$ cat src/rtl/bch_ecc_mem_reader.sv
// BCH ECC memory reader: fetches ECC words from helper-data memory,
// reassembles them and presents {data, ecc} to the decoder via valid/ready.
module bch_ecc_mem_reader #(
  parameter int C_D_BITS        = 16,
  parameter int C_E_BITS        = 20,
  parameter int C_MEM_ADDR_SIZE = 10,
  parameter int C_MEM_DATA_SIZE = 8,
  parameter int C_BASE_ADDR     = 0,
  parameter int C_RD_LAT        = 1
) (
  input  logic                         I_clk,
  input  logic                         I_rst_n,
  input  logic                         I_en,
  input  logic                         I_start,
  input  logic [C_D_BITS-1:0]          I_data,
  output logic [C_MEM_ADDR_SIZE-1:0]   O_mem_raddr,
  output logic                         O_mem_ren,
  input  logic [C_MEM_DATA_SIZE-1:0]   I_mem_rdata,
  output logic [C_D_BITS+C_E_BITS-1:0] O_cw_data,
  output logic                         O_cw_valid,
  input  logic                         I_cw_ready,
  output logic                         O_busy
);

  localparam int M  = C_MEM_DATA_SIZE;
  localparam int W  = (C_E_BITS + M - 1) / M;
  localparam int PW = W * M;
  localparam int CW = $clog2(W + 1);

  localparam logic [CW-1:0] LAST = CW'(W - 1);
  localparam logic [CW-1:0] FULL = CW'(W);
  localparam logic [C_MEM_ADDR_SIZE-1:0] BASE =
    C_MEM_ADDR_SIZE'(C_BASE_ADDR);

  typedef enum logic [1:0] {
    S_IDLE,
    S_FETCH,
    S_DRAIN,
    S_OUT
  } state_t;

  state_t              state_q;
  state_t              state_d;
  logic [CW-1:0]       iss_q;
  logic [CW-1:0]       ret_q;
  logic [CW-1:0]       ret_d;
  logic [C_RD_LAT-1:0] vpipe_q;
  logic [C_D_BITS-1:0] data_q;
  logic [PW-1:0]       asm_q;
  logic                ret_vld;
  logic                accept;
  logic                last_iss;

  assign ret_vld  = vpipe_q[C_RD_LAT-1];
  assign ret_d    = ret_q + CW'(ret_vld);
  assign last_iss = (iss_q == LAST);
  assign accept   = (state_q == S_IDLE) && I_start;

  // ECC is left-aligned in the image; the pad LSBs are dropped here
  assign O_cw_data   = {data_q, asm_q[PW-1 -: C_E_BITS]};
  assign O_mem_raddr = BASE + C_MEM_ADDR_SIZE'(iss_q);

  always_ff @(posedge I_clk or negedge I_rst_n) begin
    if (!I_rst_n) begin
      state_q <= S_IDLE;
    end else begin
      state_q <= state_d;
    end
  end

  always_comb begin
    state_d = state_q;
    unique case (state_q)
      S_IDLE:  if (I_start)         state_d = S_FETCH;
      S_FETCH: if (last_iss)        state_d = S_DRAIN;
      S_DRAIN: if (ret_d == FULL)   state_d = S_OUT;
      S_OUT:   if (I_cw_ready)      state_d = S_IDLE;
    endcase
    if (!I_en) state_d = S_IDLE;
  end

  always_comb begin
    O_mem_ren  = 1'b0;
    O_cw_valid = 1'b0;
    O_busy     = 1'b1;
    unique case (state_q)
      S_IDLE:  O_busy     = 1'b0;
      S_FETCH: O_mem_ren  = 1'b1;
      S_DRAIN: O_busy     = 1'b1;
      S_OUT:   O_cw_valid = 1'b1;
    endcase
  end

  // Clearing the valid pipe discards any reads still in flight
  always_ff @(posedge I_clk or negedge I_rst_n) begin
    if (!I_rst_n) begin
      iss_q   <= '0;
      ret_q   <= '0;
      vpipe_q <= '0;
      data_q  <= '0;
      asm_q   <= '0;
    end else if (!I_en) begin
      iss_q   <= '0;
      ret_q   <= '0;
      vpipe_q <= '0;
      data_q  <= '0;
      asm_q   <= '0;
    end else begin
      vpipe_q[0] <= O_mem_ren;
      for (int i = 1; i < C_RD_LAT; i++) begin
        vpipe_q[i] <= vpipe_q[i-1];
      end
      if (accept) begin
        data_q <= I_data;
        asm_q  <= '0;
        iss_q  <= '0;
        ret_q  <= '0;
      end else begin
        if (O_mem_ren) iss_q <= iss_q + CW'(1);
        if (ret_vld) begin
          asm_q <= (asm_q << M) | PW'(I_mem_rdata);
          ret_q <= ret_d;
        end
      end
    end
  end

endmodule

$ cat config.mk
export PLATFORM = sky130hd
export DESIGN_NAME = bch_ecc_mem_reader
export DESIGN_NICKNAME = d
export VERILOG_FILES = /design/src/rtl/bch_ecc_mem_reader.sv
export SDC_FILE = /design/constraint.sdc
export NUM_CORES = 1
export LEC_CHECK = 0
export BUFFER_PORTS_ARGS = -buffer_cell sky130_fd_sc_hd__buf_2
export CORE_MARGIN = 2
export CORE_UTILIZATION = 41
export CTS_BUF_LIST = sky130_fd_sc_hd__clkbuf_4 sky130_fd_sc_hd__clkbuf_8
export DETAILED_ROUTE_END_ITERATION = 10
export HOLD_SLACK_MARGIN = 0.12
export PLACE_DENSITY = 0.69
export SLEW_MARGIN = 40
export SYNTH_ARGS = -nofsm -noshare
export SYNTH_HDL_FRONTEND = slang
export SYNTH_SLANG_ARGS = --single-unit
$ cat constraint.sdc
create_clock -name I_clk -period 2.4 [get_ports I_clk]
set_input_delay 0.36 -clock I_clk [delete_from_list [all_inputs] [get_ports I_clk]]
set_output_delay 0.36 -clock I_clk [all_outputs]
set_load 0.01 [all_outputs]
==> qor.json, run 1 <==
{
  "multi_input_area": {"value": 866, "unit": "um2"},
  "power.density": {"value": 836, "unit": "nW/um2"},
  "io_buffers": {"value": 69},
  "via_count_of_the_first_global_routing_pass": {"value": 1437},
  "max_slew_margin": {"value": 61.6, "unit": "%"},
  "drt_first_iter_violations": {"value": 40},
  "finalClockSkew": {"value": 0.00166, "unit": "ns"},
  "holdCritPathClass": {"value": "input pin to flop"},
  "dominantRegCellSynth": {"value": "sky130_fd_sc_hd__dfrtp_1"},
  "worst_skew_pair.late_latency": {"value": 0.29, "unit": "ns"},
  "synth-edff-count": {"value": 0},
  "period_needed": {"value": 1.67, "unit": "ns"},
  "remaining_routing_drc_violations": {"value": 0},
  "cap_violations": {"value": 0},
  "overflow": {"value": 0},
  "max-clock-path-buffers": {"value": 2},
  "worstPathRequired": {"value": 2.56, "unit": "ns"},
  "outcome": {"value": "finished, final reports clean"},
  "syn_to_final_growth": {"value": 14.2, "unit": "%"},
  "wl_per_cell": {"value": 11.7, "unit": "um"},
  "row_count": {"value": 27},
  "synth_area": {"value": 2310, "unit": "um2"},
  "vias_per_cell": {"value": 4.52},
  "synth_warnings": {"value": 0},
  "ctsHtreeMaxLevel": {"value": 2},
  "dr.pass1.iters": {"value": 2},
  "final_setup_viols": {"value": 0},
  "layout.area.seq": {"value": 1180, "unit": "um2"},
  "cts-buffers-inserted": {"value": 5},
  "synthCells": {"value": 219},
  "total_core_area": {"value": 5470, "unit": "um2"},
  "antennaDiodeCount": {"value": 0},
  "io_pins": {"value": 78},
  "hold_viol": {"value": 0},
  "grt_antenna_before_repair": {"value": 0},
  "cp_capture_type": {"value": "flop"},
  "num-fill-cells": {"value": 543},
  "final_min_period_over_clock_period": {"value": 69.7, "unit": "%"},
  "dp_hpwl": {"value": 2.82, "unit": "mm"},
  "dpl_worst_slack": {"value": 0.698, "unit": "ns"},
  "grt_setup_unrepaired": {"value": "false"},
  "max_freq": {"value": 0.598, "unit": "GHz"},
  "final_layout_size_suffix_gt1_share": {"value": 32.2, "unit": "%"},
  "fp.dieArea": {"value": 6240, "unit": "um2"},
  "drt_wl_total": {"value": 3.98, "unit": "mm"},
  "final.setup.tns": {"value": 0, "unit": "ns"},
  "layout.nets": {"value": 302},
  "vdd_drop_max": {"value": 427, "unit": "uV"},
  "cellLeakagePower": {"value": 1.36, "unit": "nW"},
  "critPathKind": {"value": "flop to flop"},
  "critical_path_peak_fanout": {"value": 28},
  "fin_total_pwr": {"value": 0.00220, "unit": "W"},
  "gr-usage-all-layers": {"value": 13.2, "unit": "%"},
  "finalMaxSlewViolations": {"value": 0},
  "slew_at_the_pin_closest_to_its_max_slew_limit": {"value": 0.575, "unit": "ns"},
  "hold_ws": {"value": 0.297, "unit": "ns"},
  "layout_common_cells": {"value": "sky130_fd_sc_hd__buf_2 (68), sky130_fd_sc_hd__dfrtp_1 (47), sky130_fd_sc_hd__nand2_1 (34)"},
  "final_common_cell": {"value": "sky130_fd_sc_hd__buf_2"},
  "cts_tree": {"value": "yes"},
  "routabilityCongestion": {"value": 0.707},
  "start_kind": {"value": "flop"},
  "clock_tree.root_cell": {"value": "sky130_fd_sc_hd__clkbuf_8"},
  "grt_first_pass_wirelength": {"value": 6.48, "unit": "mm"},
  "asyncSetResetFlopFracSynth": {"value": 100, "unit": "%"},
  "syn-mean-instance-area": {"value": 10.5, "unit": "um2"},
  "post_synth_num_cell_types": {"value": 28},
  "clock_transition_at_the_register_clock_pins_on_the_worst_setup_and_hold_paths_after_cts": {"value": 0.08, "unit": "ns"},
  "fp.dieW": {"value": 79.0, "unit": "um"},
  "post-route-worst-setup-slack": {"value": 0.728, "unit": "ns"},
  "clk_sinks": {"value": 47},
  "via_count": {"value": 1532},
  "number_of_nets_with_antenna_violations_after_routing": {"value": 0},
  "final_core_util": {"value": 48.1, "unit": "%"},
  "post_cts.repair.setup_buffers": {"value": 0},
  "largest_net_degree_at_the_start_of_global_routing": {"value": 48},
  "die_height": {"value": 79.0, "unit": "um"},
  "synth_seq_area_share": {"value": 51.0, "unit": "%"},
  "start_util": {"value": 42.2, "unit": "%"},
  "synth.ff_latch_count": {"value": 47},
  "cp_data_arrival_time": {"value": 1.83, "unit": "ns"}
}
[synthesized netlist by cell type, drive strengths merged (2+ instances only)]
master / number / area (um2)
nand2: 36 / 140
xor2: 2 / 17.5
and2: 3 / 20.0
nor2: 30 / 113
dfrtp: 47 / 1180
mux2i: 25 / 250
a21oi: 2 / 13.8
buf: 36 / 264
ha: 7 / 87.6
a21boi: 16 / 120
inv: 5 / 18.8
clkbuf: 2 / 8.75
[state kept, by name (all words and copies together), names as in the netlist]
register and flops:
ret_q 2, ret_vld 1, asm_q 24, iss_q 2, data_q 16, state_q 2
[layout make-up]
| type | instances | share of cell area [%] |
|---|---|---|
| clock inverter | 2 | 1.33 |
| sequential | 47 | 44.7 |
| clock buffer | 6 | 3.14 |
| tap | 72 | 3.42 |
| inverter | 5 | 0.713 |
| multi-input combinational | 136 | 32.9 |
| timing repair buffer | 71 | 13.9 |
[critical path, stage by stage, from the launching register on]
cell and delay, ns:
sky130_fd_sc_hd__dfrtp_1 0.40, sky130_fd_sc_hd__inv_1 0.12, sky130_fd_sc_hd__ha_1 0.23, sky130_fd_sc_hd__nand2_2 0.22, sky130_fd_sc_hd__nand2_2 0.46, sky130_fd_sc_hd__nor2_1 0.11
[power breakdown]
group          internal (W)  switching (W)
clock network      0.000337       0.000244
registers          0.000878      0.0000559
logic              0.000278       0.000411
[metal layers]
metal | track usage [%] | wire [um] | up-vias
li1 | - | - | 761
met1 | 16.8 | 1840 | 720
met2 | 21.5 | 1860 | 46
met3 | 2.84 | 217 | 5
met4 | 6.21 | 63 | 0
met5 | 0 | 0 | -
[path summary, 6_finish.rpt]
check | endpoint | from | slack [ns] | cells after the start
setup / recovery | asm_q[3] | state_q[0] | 0.73 | 5
hold / removal | data_q[9] | I_data[9] | 0.30 | 3
setup reg to reg | asm_q[3] | state_q[0] | 0.73 | 5
hold reg to reg | asm_q[20] | asm_q[20] | 0.52 | 2
max in group asynchronous | state_q[0] | I_rst_n | 1.40 | 2
min in group asynchronous | asm_q[23] | I_rst_n | 0.61 | 2
[logic make-up after synthesis]
group | after synthesis | synth area share, %
AND/OR/NAND/NOR | 71 | 12.4
AO/OA/AOI/OAI | 22 | 8.08
other | 1 | 0.163
multiplexers | 25 | 10.8
adder cells (fa/ha/maj) | 7 | 3.80
flip-flops | 47 | 51.0
XOR/XNOR | 3 | 1.14
buffers and inverters | 43 | 12.6
[stage by stage]
stage / area [um2] / cells
after floorplan: 2330 / 226
after global placement: 2500 / 330
after detailed placement: 2510 / 330
after CTS: 2630 / 339
after global routing: 2630 / 339
final: 2630 / 339
[repair_timing]
item                                   CTS  global route
resized for setup                        0             0
setup endpoints to repair                0             0
hold buffers                             1             0
endpoints found under the hold margin   47             0
Power figures use the tool's default switching activity.
==> inputs of run 2 (changes only) <==
--- a/config.mk
+++ b/config.mk
@@ -5,13 +5,14 @@
 export SDC_FILE = /design/constraint.sdc
 export NUM_CORES = 1
 export LEC_CHECK = 0
+export ABC_AREA = 1
 export BUFFER_PORTS_ARGS = -buffer_cell sky130_fd_sc_hd__buf_2
 export CORE_MARGIN = 2
 export CORE_UTILIZATION = 41
 export CTS_BUF_LIST = sky130_fd_sc_hd__clkbuf_4 sky130_fd_sc_hd__clkbuf_8
 export DETAILED_ROUTE_END_ITERATION = 10
 export HOLD_SLACK_MARGIN = 0.12
-export PLACE_DENSITY = 0.69
+export PLACE_DENSITY = 0.68
 export SLEW_MARGIN = 40
 export SYNTH_ARGS = -nofsm -noshare
 export SYNTH_HDL_FRONTEND = slang
==> constraint.sdc (replaced) <==
create_clock -name I_clk -period 1.7 [get_ports I_clk]
set_input_delay 0.255 -clock I_clk [delete_from_list [all_inputs] [get_ports I_clk]]
set_output_delay 0.255 -clock I_clk [all_outputs]
set_load 0.01 [all_outputs]
==> run 2 against run 1 <==
Compared with the run above: final area is 4.4% higher; first-iteration DRC count is 120% higher; synthesized cell count increased by 21%; largest power group unchanged; non-clock buffer count grew 3; count of clock-buffer cells in the layout shrank 1; die area is 6.8% higher; sequential cell count unchanged; global-route usage grew 0.74 points; total power up 32%; via count is 16% higher; combinational power grew 36%.
==> qor.json, run 2 <==
{
  "outcome": {"value": "finished, final reports clean"},
  "asyncSetResetFlopFracSynth": {"value": 100, "unit": "%"},
  "cts_tree": {"value": "yes"},
  "worst_min_delay_path_startpoint": {"value": "I_mem_rdata[2]"},
  "final.setup.tns": {"value": 0, "unit": "ns"},
  "io_pins": {"value": 78},
  "clock_transition_at_the_register_clock_pins_on_the_worst_setup_and_hold_paths_after_cts": {"value": 0.09, "unit": "ns"},
  "synth_most_common_cell": {"value": "sky130_fd_sc_hd__nand2_1"},
  "vdd_drop_max": {"value": 494, "unit": "uV"},
  "clk_sinks": {"value": 47},
  "largest_register_ffs": {"value": 24},
  "fp.dieArea": {"value": 6670, "unit": "um2"},
  "total_core_area": {"value": 5890, "unit": "um2"},
  "gr-usage-all-layers": {"value": 13.9, "unit": "%"},
  "p_clk_share": {"value": 21.9, "unit": "%"},
  "max-clock-path-buffers": {"value": 2},
  "routabilityCongestion": {"value": 0.708},
  "postCtsHoldBufs": {"value": 1},
  "net-switching-power": {"value": 0.00104, "unit": "W"},
  "grt_setup_unrepaired": {"value": "false"},
  "layout.nets": {"value": 350},
  "via_count": {"value": 1778},
  "drt_first_iter_violations": {"value": 87},
  "final_min_period_over_clock_period": {"value": 88.3, "unit": "%"},
  "grt_first_pass_wirelength": {"value": 7.29, "unit": "mm"},
  "final_setup_viols": {"value": 0},
  "worst_skew_pair.late_latency": {"value": 0.30, "unit": "ns"},
  "ctsHtreeMaxLevel": {"value": 2},
  "synthCells": {"value": 266},
  "finalMaxSlewViolations": {"value": 0},
  "max_freq": {"value": 0.666, "unit": "GHz"},
  "cts_repair_resize_count": {"value": 0},
  "hold_viol": {"value": 0},
  "cp_capture_type": {"value": "output port"},
  "syn-mean-instance-area": {"value": 9.30, "unit": "um2"},
  "synthTopCellsByArea": {"value": "sky130_fd_sc_hd__dfrtp_1 (48%), sky130_fd_sc_hd__nand2_1 (13%), sky130_fd_sc_hd__buf_4 (9.4%)"},
  "holdCritPathClass": {"value": "input pin to flop"},
  "die_height": {"value": 81.7, "unit": "um"},
  "final_layout_size_suffix_gt1_share": {"value": 36.3, "unit": "%"},
  "synth_warnings": {"value": 0},
  "post_synth_most_frequent_cells": {"value": "sky130_fd_sc_hd__nand2_1 (88), sky130_fd_sc_hd__dfrtp_1 (47), sky130_fd_sc_hd__buf_4 (31)"},
  "layout_common_cells": {"value": "sky130_fd_sc_hd__nand2_1 (88), sky130_fd_sc_hd__buf_2 (69), sky130_fd_sc_hd__dfrtp_1 (47)"},
  "dominantRegCellSynth": {"value": "sky130_fd_sc_hd__dfrtp_1"},
  "synth_seq_area_share": {"value": 47.5, "unit": "%"},
  "cp_data_arrival_time": {"value": 1.25, "unit": "ns"},
  "worst_hold_path.endpoint": {"value": "asm_q[2]"},
  "antennaDiodeCount": {"value": 0},
  "hold_ws": {"value": 0.189, "unit": "ns"},
  "start_util": {"value": 42.0, "unit": "%"},
  "rrSetupSlack": {"value": 0.30, "unit": "ns"},
  "critical_path_peak_fanout": {"value": 4},
  "post_synth_num_cell_types": {"value": 25},
  "internal_power": {"value": 0.00186, "unit": "W"},
  "power.switching_fraction": {"value": 35.9, "unit": "%"},
  "fp.dieW": {"value": 81.7, "unit": "um"},
  "vias_per_cell": {"value": 4.57},
  "via_count_of_the_first_global_routing_pass": {"value": 1644},
  "pwr-share-seq": {"value": 45.8, "unit": "%"},
  "synth.ff_latch_count": {"value": 47},
  "power.density": {"value": 1050, "unit": "nW/um2"},
  "post_cts.repair.setup_buffers": {"value": 0},
  "largest_net_degree_at_the_start_of_global_routing": {"value": 31},
  "worst_r2r_startpoint": {"value": "state_q[0]"},
  "start_kind": {"value": "flop"},
  "num-fill-cells": {"value": 611},
  "yosysTopAreaCellShare": {"value": 47.5, "unit": "%"},
  "synth_area": {"value": 2470, "unit": "um2"},
  "reg2reg_to": {"value": "data_q[12]"},
  "syn_to_final_growth": {"value": 11.2, "unit": "%"},
  "critPathKind": {"value": "flop to output port"},
  "dp_hpwl": {"value": 3.24, "unit": "mm"},
  "row_count": {"value": 28},
  "number_of_nets_with_antenna_violations_after_routing": {"value": 0},
  "clock_tree.root_cell": {"value": "sky130_fd_sc_hd__clkbuf_8"},
  "io_buffers": {"value": 69},
  "finalClockSkew": {"value": 0.0183, "unit": "ns"},
  "final_common_cell": {"value": "sky130_fd_sc_hd__nand2_1"},
  "layout.area.seq": {"value": 1180, "unit": "um2"},
  "dr.pass1.iters": {"value": 6},
  "remaining_routing_drc_violations": {"value": 0},
  "hold_depth": {"value": 3},
  "wl_per_cell": {"value": 11.3, "unit": "um"},
  "grt_antenna_before_repair": {"value": 0},
  "top_register": {"value": "asm_q"},
  "post-synth-top-area-cell": {"value": "sky130_fd_sc_hd__dfrtp_1"},
  "power.share.combinational": {"value": 32.3, "unit": "%"},
  "synth-edff-count": {"value": 0},
  "cts-buffers-inserted": {"value": 5},
  "period_needed": {"value": 1.50, "unit": "ns"},
  "worstPathRequired": {"value": 1.44, "unit": "ns"},
  "r2r.worst_path.cells": {"value": 7},
  "largest_registers": {"value": "asm_q: 24 flops, data_q: 16 flops"},
  "overflow": {"value": 0},
  "cap_violations": {"value": 0},
  "drt_wl_total": {"value": 4.41, "unit": "mm"},
  "multi_input_area": {"value": 918, "unit": "um2"},
  "cellLeakagePower": {"value": 1.41, "unit": "nW"}
}
## run 2: power groups by stage
stage	combinational, W	sequential [W]	clock, W
global placement	0.000941	0.00134	0
detailed placement	0.000954	0.00135	0
global route	0.00105	0.00134	0.000725
floorplan	0.000726	0.00137	0
CTS	0.000958	0.00133	0.000663
finish	0.000936	0.00133	0.000635
## run 2: cells by family (layout without fill, tap and decap cells)
kind of cell / Yosys count / after routing / synth area share [%]
xor gates and xnor gates: 1 / 1 / 0.354
other: 1 / 8 / 0.152
DFF: 47 / 47 / 47.5
adders and majority gates: 7 / 7 / 3.54
and+or+nand+nor: 109 / 109 / 18.7
AOI/OAI and AO/OA: 44 / 44 / 13.3
buffers and inverters: 57 / 98 / 16.4
## run 2: worst max-delay path, cell delays in order, from the launching register on
cell and delay [ns]:
sky130_fd_sc_hd__dfrtp_1 0.41, sky130_fd_sc_hd__inv_1 0.11, sky130_fd_sc_hd__ha_1 0.24, sky130_fd_sc_hd__inv_1 0.07, sky130_fd_sc_hd__buf_2 0.14
## run 2: cell type report
| class | instances | area share, % |
|---|---|---|
| flip-flops and latches | 47 | 42.8 |
| multi-input cells | 169 | 33.4 |
| repair buffers | 74 | 14.9 |
| well taps | 75 | 3.41 |
| clock buffers | 5 | 2.50 |
| inverters | 17 | 2.50 |
| clock inverters | 2 | 0.500 |
## run 2: metal layers
metal / track usage [%] / wire length (um)
met1: 17.9 / 1990
met2: 23.5 / 2090
met3: 3.96 / 319
met4: 3.00 / 10
met5: 0 / 0
## run 2: how the worst max path moves through the flow
stage / startpoint / end / cells past startpoint
after floorplan: state_q[0] / data_q[10] / 6
after global placement: state_q[0] / ret_q[1] / 7
final: state_q[0] / O_busy / 4
after CTS: state_q[1] / O_mem_ren / 3
after detailed placement: state_q[1] / data_q[12] / 7
after global routing: state_q[0] / O_busy / 4
## run 2: per-stage QoR
| stage | std cells | area [um2] | worst slack (ns) | power, W | utilization [%] |
|---|---|---|---|---|---|
| 3_5_place_dp | 381 | 2660 | 0.288 | 0.00230 | 45.2 |
| 2_1_floorplan | 273 | 2500 | 0.457 | 0.00210 | - |
| 3_3_place_gp | 381 | 2660 | 0.343 | 0.00228 | 45.2 |
| 5_1_grt | 389 | 2750 | 0.110 | 0.00312 | 46.7 |
| 6_report | 389 | 2750 | 0.198 | 0.00290 | 46.7 |
| 4_1_cts | 389 | 2750 | 0.167 | 0.00295 | 46.7 |
==> inputs of run 3 (changes only) <==
--- a/config.mk
+++ b/config.mk
@@ -7,12 +7,13 @@
 export LEC_CHECK = 0
 export ABC_AREA = 1
 export BUFFER_PORTS_ARGS = -buffer_cell sky130_fd_sc_hd__buf_2
+export CORE_ASPECT_RATIO = 1.75
 export CORE_MARGIN = 2
-export CORE_UTILIZATION = 41
+export CORE_UTILIZATION = 52
 export CTS_BUF_LIST = sky130_fd_sc_hd__clkbuf_4 sky130_fd_sc_hd__clkbuf_8
 export DETAILED_ROUTE_END_ITERATION = 10
 export HOLD_SLACK_MARGIN = 0.12
-export PLACE_DENSITY = 0.68
+export PLACE_DENSITY = 0.83
 export SLEW_MARGIN = 40
 export SYNTH_ARGS = -nofsm -noshare
 export SYNTH_HDL_FRONTEND = slang
==> run 3 against run 2 <==
Compared with the run above: first-iteration DRC count shrank 22%; non-clock buffer count is the same; wire length shrank 0.39%; fmax down 4.3%; largest cell class unchanged; worst setup slack worse by 0.067 ns; count of clock-buffer cells in the layout up 1; sequential power about the same; die area fell by 20%; total power increased by 6.9%; clock skew down 0.011 ns; largest power group unchanged; final area down 0.23%; register-to-register slack worse by 0.14 ns.
==> qor.json, run 3 (synthesis results as in run 2) <==
{
  "outcome": {"value": "finished, final reports clean"},
  "critPathKind": {"value": "flop to output port"},
  "internal_power": {"value": 0.00203, "unit": "W"},
  "antennaDiodeCount": {"value": 0},
  "vias_per_cell": {"value": 4.92},
  "hold_depth": {"value": 3},
  "max_slew_margin": {"value": 66.0, "unit": "%"},
  "io_pins": {"value": 78},
  "gr-usage-all-layers": {"value": 17.5, "unit": "%"},
  "max-clock-path-buffers": {"value": 2},
  "max_freq": {"value": 0.638, "unit": "GHz"},
  "power.share.combinational": {"value": 30.1, "unit": "%"},
  "largest_net_degree_at_the_start_of_global_routing": {"value": 29},
  "io_buffers": {"value": 69},
  "grt_setup_unrepaired": {"value": "false"},
  "drt_wl_total": {"value": 4.39, "unit": "mm"},
  "holdCritPathClass": {"value": "input pin to flop"},
  "fp.dieArea": {"value": 5350, "unit": "um2"},
  "cts_repair_resize_count": {"value": 0},
  "cp_data_arrival_time": {"value": 1.31, "unit": "ns"},
  "via_count_of_the_first_global_routing_pass": {"value": 1706},
  "grt_first_pass_wirelength": {"value": 7.46, "unit": "mm"},
  "reg2reg_to": {"value": "data_q[13]"},
  "rrSetupSlack": {"value": 0.16, "unit": "ns"},
  "dp_hpwl": {"value": 3.24, "unit": "mm"},
  "clk_sinks": {"value": 47},
  "largest_register_ffs": {"value": 24},
  "finalClockSkew": {"value": 0.00759, "unit": "ns"},
  "ctsHtreeMaxLevel": {"value": 2},
  "layout.nets": {"value": 350},
  "remaining_routing_drc_violations": {"value": 0},
  "vdd_drop_max": {"value": 851, "unit": "uV"},
  "routabilityCongestion": {"value": 0.747},
  "drt_first_iter_violations": {"value": 68},
  "finalMaxSlewViolations": {"value": 0},
  "final_setup_viols": {"value": 0},
  "clock_transition_at_the_register_clock_pins_on_the_worst_setup_and_hold_paths_after_cts": {"value": 0.09, "unit": "ns"},
  "worst_skew_pair.late_latency": {"value": 0.30, "unit": "ns"},
  "power.density": {"value": 1130, "unit": "nW/um2"},
  "largest_registers": {"value": "asm_q: 24 flops, data_q: 16 flops"},
  "via_count": {"value": 1805},
  "overflow": {"value": 0},
  "period_needed": {"value": 1.57, "unit": "ns"},
  "fp.dieW": {"value": 56.1, "unit": "um"},
  "start_kind": {"value": "flop"},
  "p_clk_share": {"value": 27.3, "unit": "%"},
  "post_cts.repair.setup_buffers": {"value": 0},
  "net-switching-power": {"value": 0.00106, "unit": "W"},
  "worstPathRequired": {"value": 1.44, "unit": "ns"},
  "top_register": {"value": "asm_q"},
  "pwr-share-seq": {"value": 42.6, "unit": "%"},
  "num-fill-cells": {"value": 427},
  "power.switching_fraction": {"value": 34.3, "unit": "%"},
  "dr.pass1.iters": {"value": 4},
  "final_layout_size_suffix_gt1_share": {"value": 36.5, "unit": "%"},
  "worst_hold_path.endpoint": {"value": "asm_q[4]"},
  "slew_at_the_pin_closest_to_its_max_slew_limit": {"value": 0.511, "unit": "ns"},
  "cellLeakagePower": {"value": 1.42, "unit": "nW"},
  "row_count": {"value": 33},
  "worst_r2r_startpoint": {"value": "state_q[0]"},
  "final_min_period_over_clock_period": {"value": 92.3, "unit": "%"},
  "hold_viol": {"value": 0},
  "final.setup.tns": {"value": 0, "unit": "ns"},
  "r2r.worst_path.cells": {"value": 6},
  "die_height": {"value": 95.2, "unit": "um"},
  "syn_to_final_growth": {"value": 10.9, "unit": "%"},
  "start_util": {"value": 53.5, "unit": "%"},
  "number_of_nets_with_antenna_violations_after_routing": {"value": 0},
  "cp_capture_type": {"value": "output port"},
  "worst_min_delay_path_startpoint": {"value": "I_mem_rdata[4]"},
  "final_common_cell": {"value": "sky130_fd_sc_hd__nand2_1"},
  "total_core_area": {"value": 4620, "unit": "um2"},
  "cts-buffers-inserted": {"value": 5},
  "fin_total_pwr": {"value": 0.00310, "unit": "W"},
  "cts_tree": {"value": "yes"},
  "cap_violations": {"value": 0},
  "postCtsHoldBufs": {"value": 1},
  "clock_tree.root_cell": {"value": "sky130_fd_sc_hd__clkbuf_8"},
  "layout_common_cells": {"value": "sky130_fd_sc_hd__nand2_1 (88), sky130_fd_sc_hd__buf_2 (69), sky130_fd_sc_hd__dfrtp_1 (47)"},
  "grt_antenna_before_repair": {"value": 0},
  "final_core_util": {"value": 59.3, "unit": "%"},
  "wl_per_cell": {"value": 12.0, "unit": "um"},
  "critical_path_peak_fanout": {"value": 4}
}
==> run 3: cell count changes in the layout (fill, tap and decap cells not counted), sizes merged <==
cell	change
clkinv	-1
bufinv	+1
clkbuf	+1
==> run 3: power by group through the flow <==
stage	clock network, W	logic (W)	registers, W
floorplan	0	0.000726	0.00137
finish	0.000846	0.000932	0.00132
CTS	0.000872	0.000948	0.00132
global placement	0	0.000908	0.00134
detailed placement	0	0.000942	0.00134
global route	0.000910	0.00106	0.00134
==> run 3: worst max-delay path by stage <==
stage	startpoint	end	slack (ns)	cells after the start
floorplan	state_q[0]	data_q[10]	0.46	6
global placement	state_q[0]	data_q[13]	0.29	6
detailed placement	state_q[0]	data_q[13]	0.17	6
CTS	state_q[1]	O_busy	0.11	4
global route	state_q[0]	data_q[13]	0.03	6
finish	state_q[1]	O_busy	0.13	4
==> run 3: area by class of cell <==
class,count,area (um2),area share (%)
Tap cell,52,65.1,2.37
Clock buffer,6,82.6,3.01
Inverter,17,68.8,2.51
Clock inverter,2,35.0,1.28
Multi-Input combinational cell,169,918,33.5
Timing Repair Buffer,74,398,14.5
Sequential cell,47,1180,42.9
==> run 3: per-layer routing <==
layer | share of wire (%) | global-route usage, % | up-vias
li1 | - | - | 896
met1 | 39 | 19.3 | 844
met2 | 55 | 33.1 | 59
met3 | 5.2 | 3.80 | 6
met4 | 1.1 | 5.36 | 0
met5 | 0 | 0 | -
==> run 3: worst max-delay path: stages, from the launching register on <==
cell and delay (ns):
sky130_fd_sc_hd__dfrtp_1 0.42, sky130_fd_sc_hd__inv_1 0.13, sky130_fd_sc_hd__ha_1 0.27, sky130_fd_sc_hd__inv_1 0.07, sky130_fd_sc_hd__buf_2 0.14
==> run 3: metrics by stage <==
| stage | worst slack (ns) | area [um2] | hold slack, ns | cells |
|---|---|---|---|---|
| 6_report | 0.132 | 2740 | 0.182 | 367 |
| 5_1_grt | 0.0251 | 2740 | 0.179 | 367 |
| 4_1_cts | 0.112 | 2740 | 0.175 | 367 |
| 3_5_place_dp | 0.166 | 2620 | 0.256 | 358 |
| 3_3_place_gp | 0.286 | 2620 | 0.254 | 358 |
| 2_1_floorplan | 0.457 | 2500 | -0.0406 | 273 |
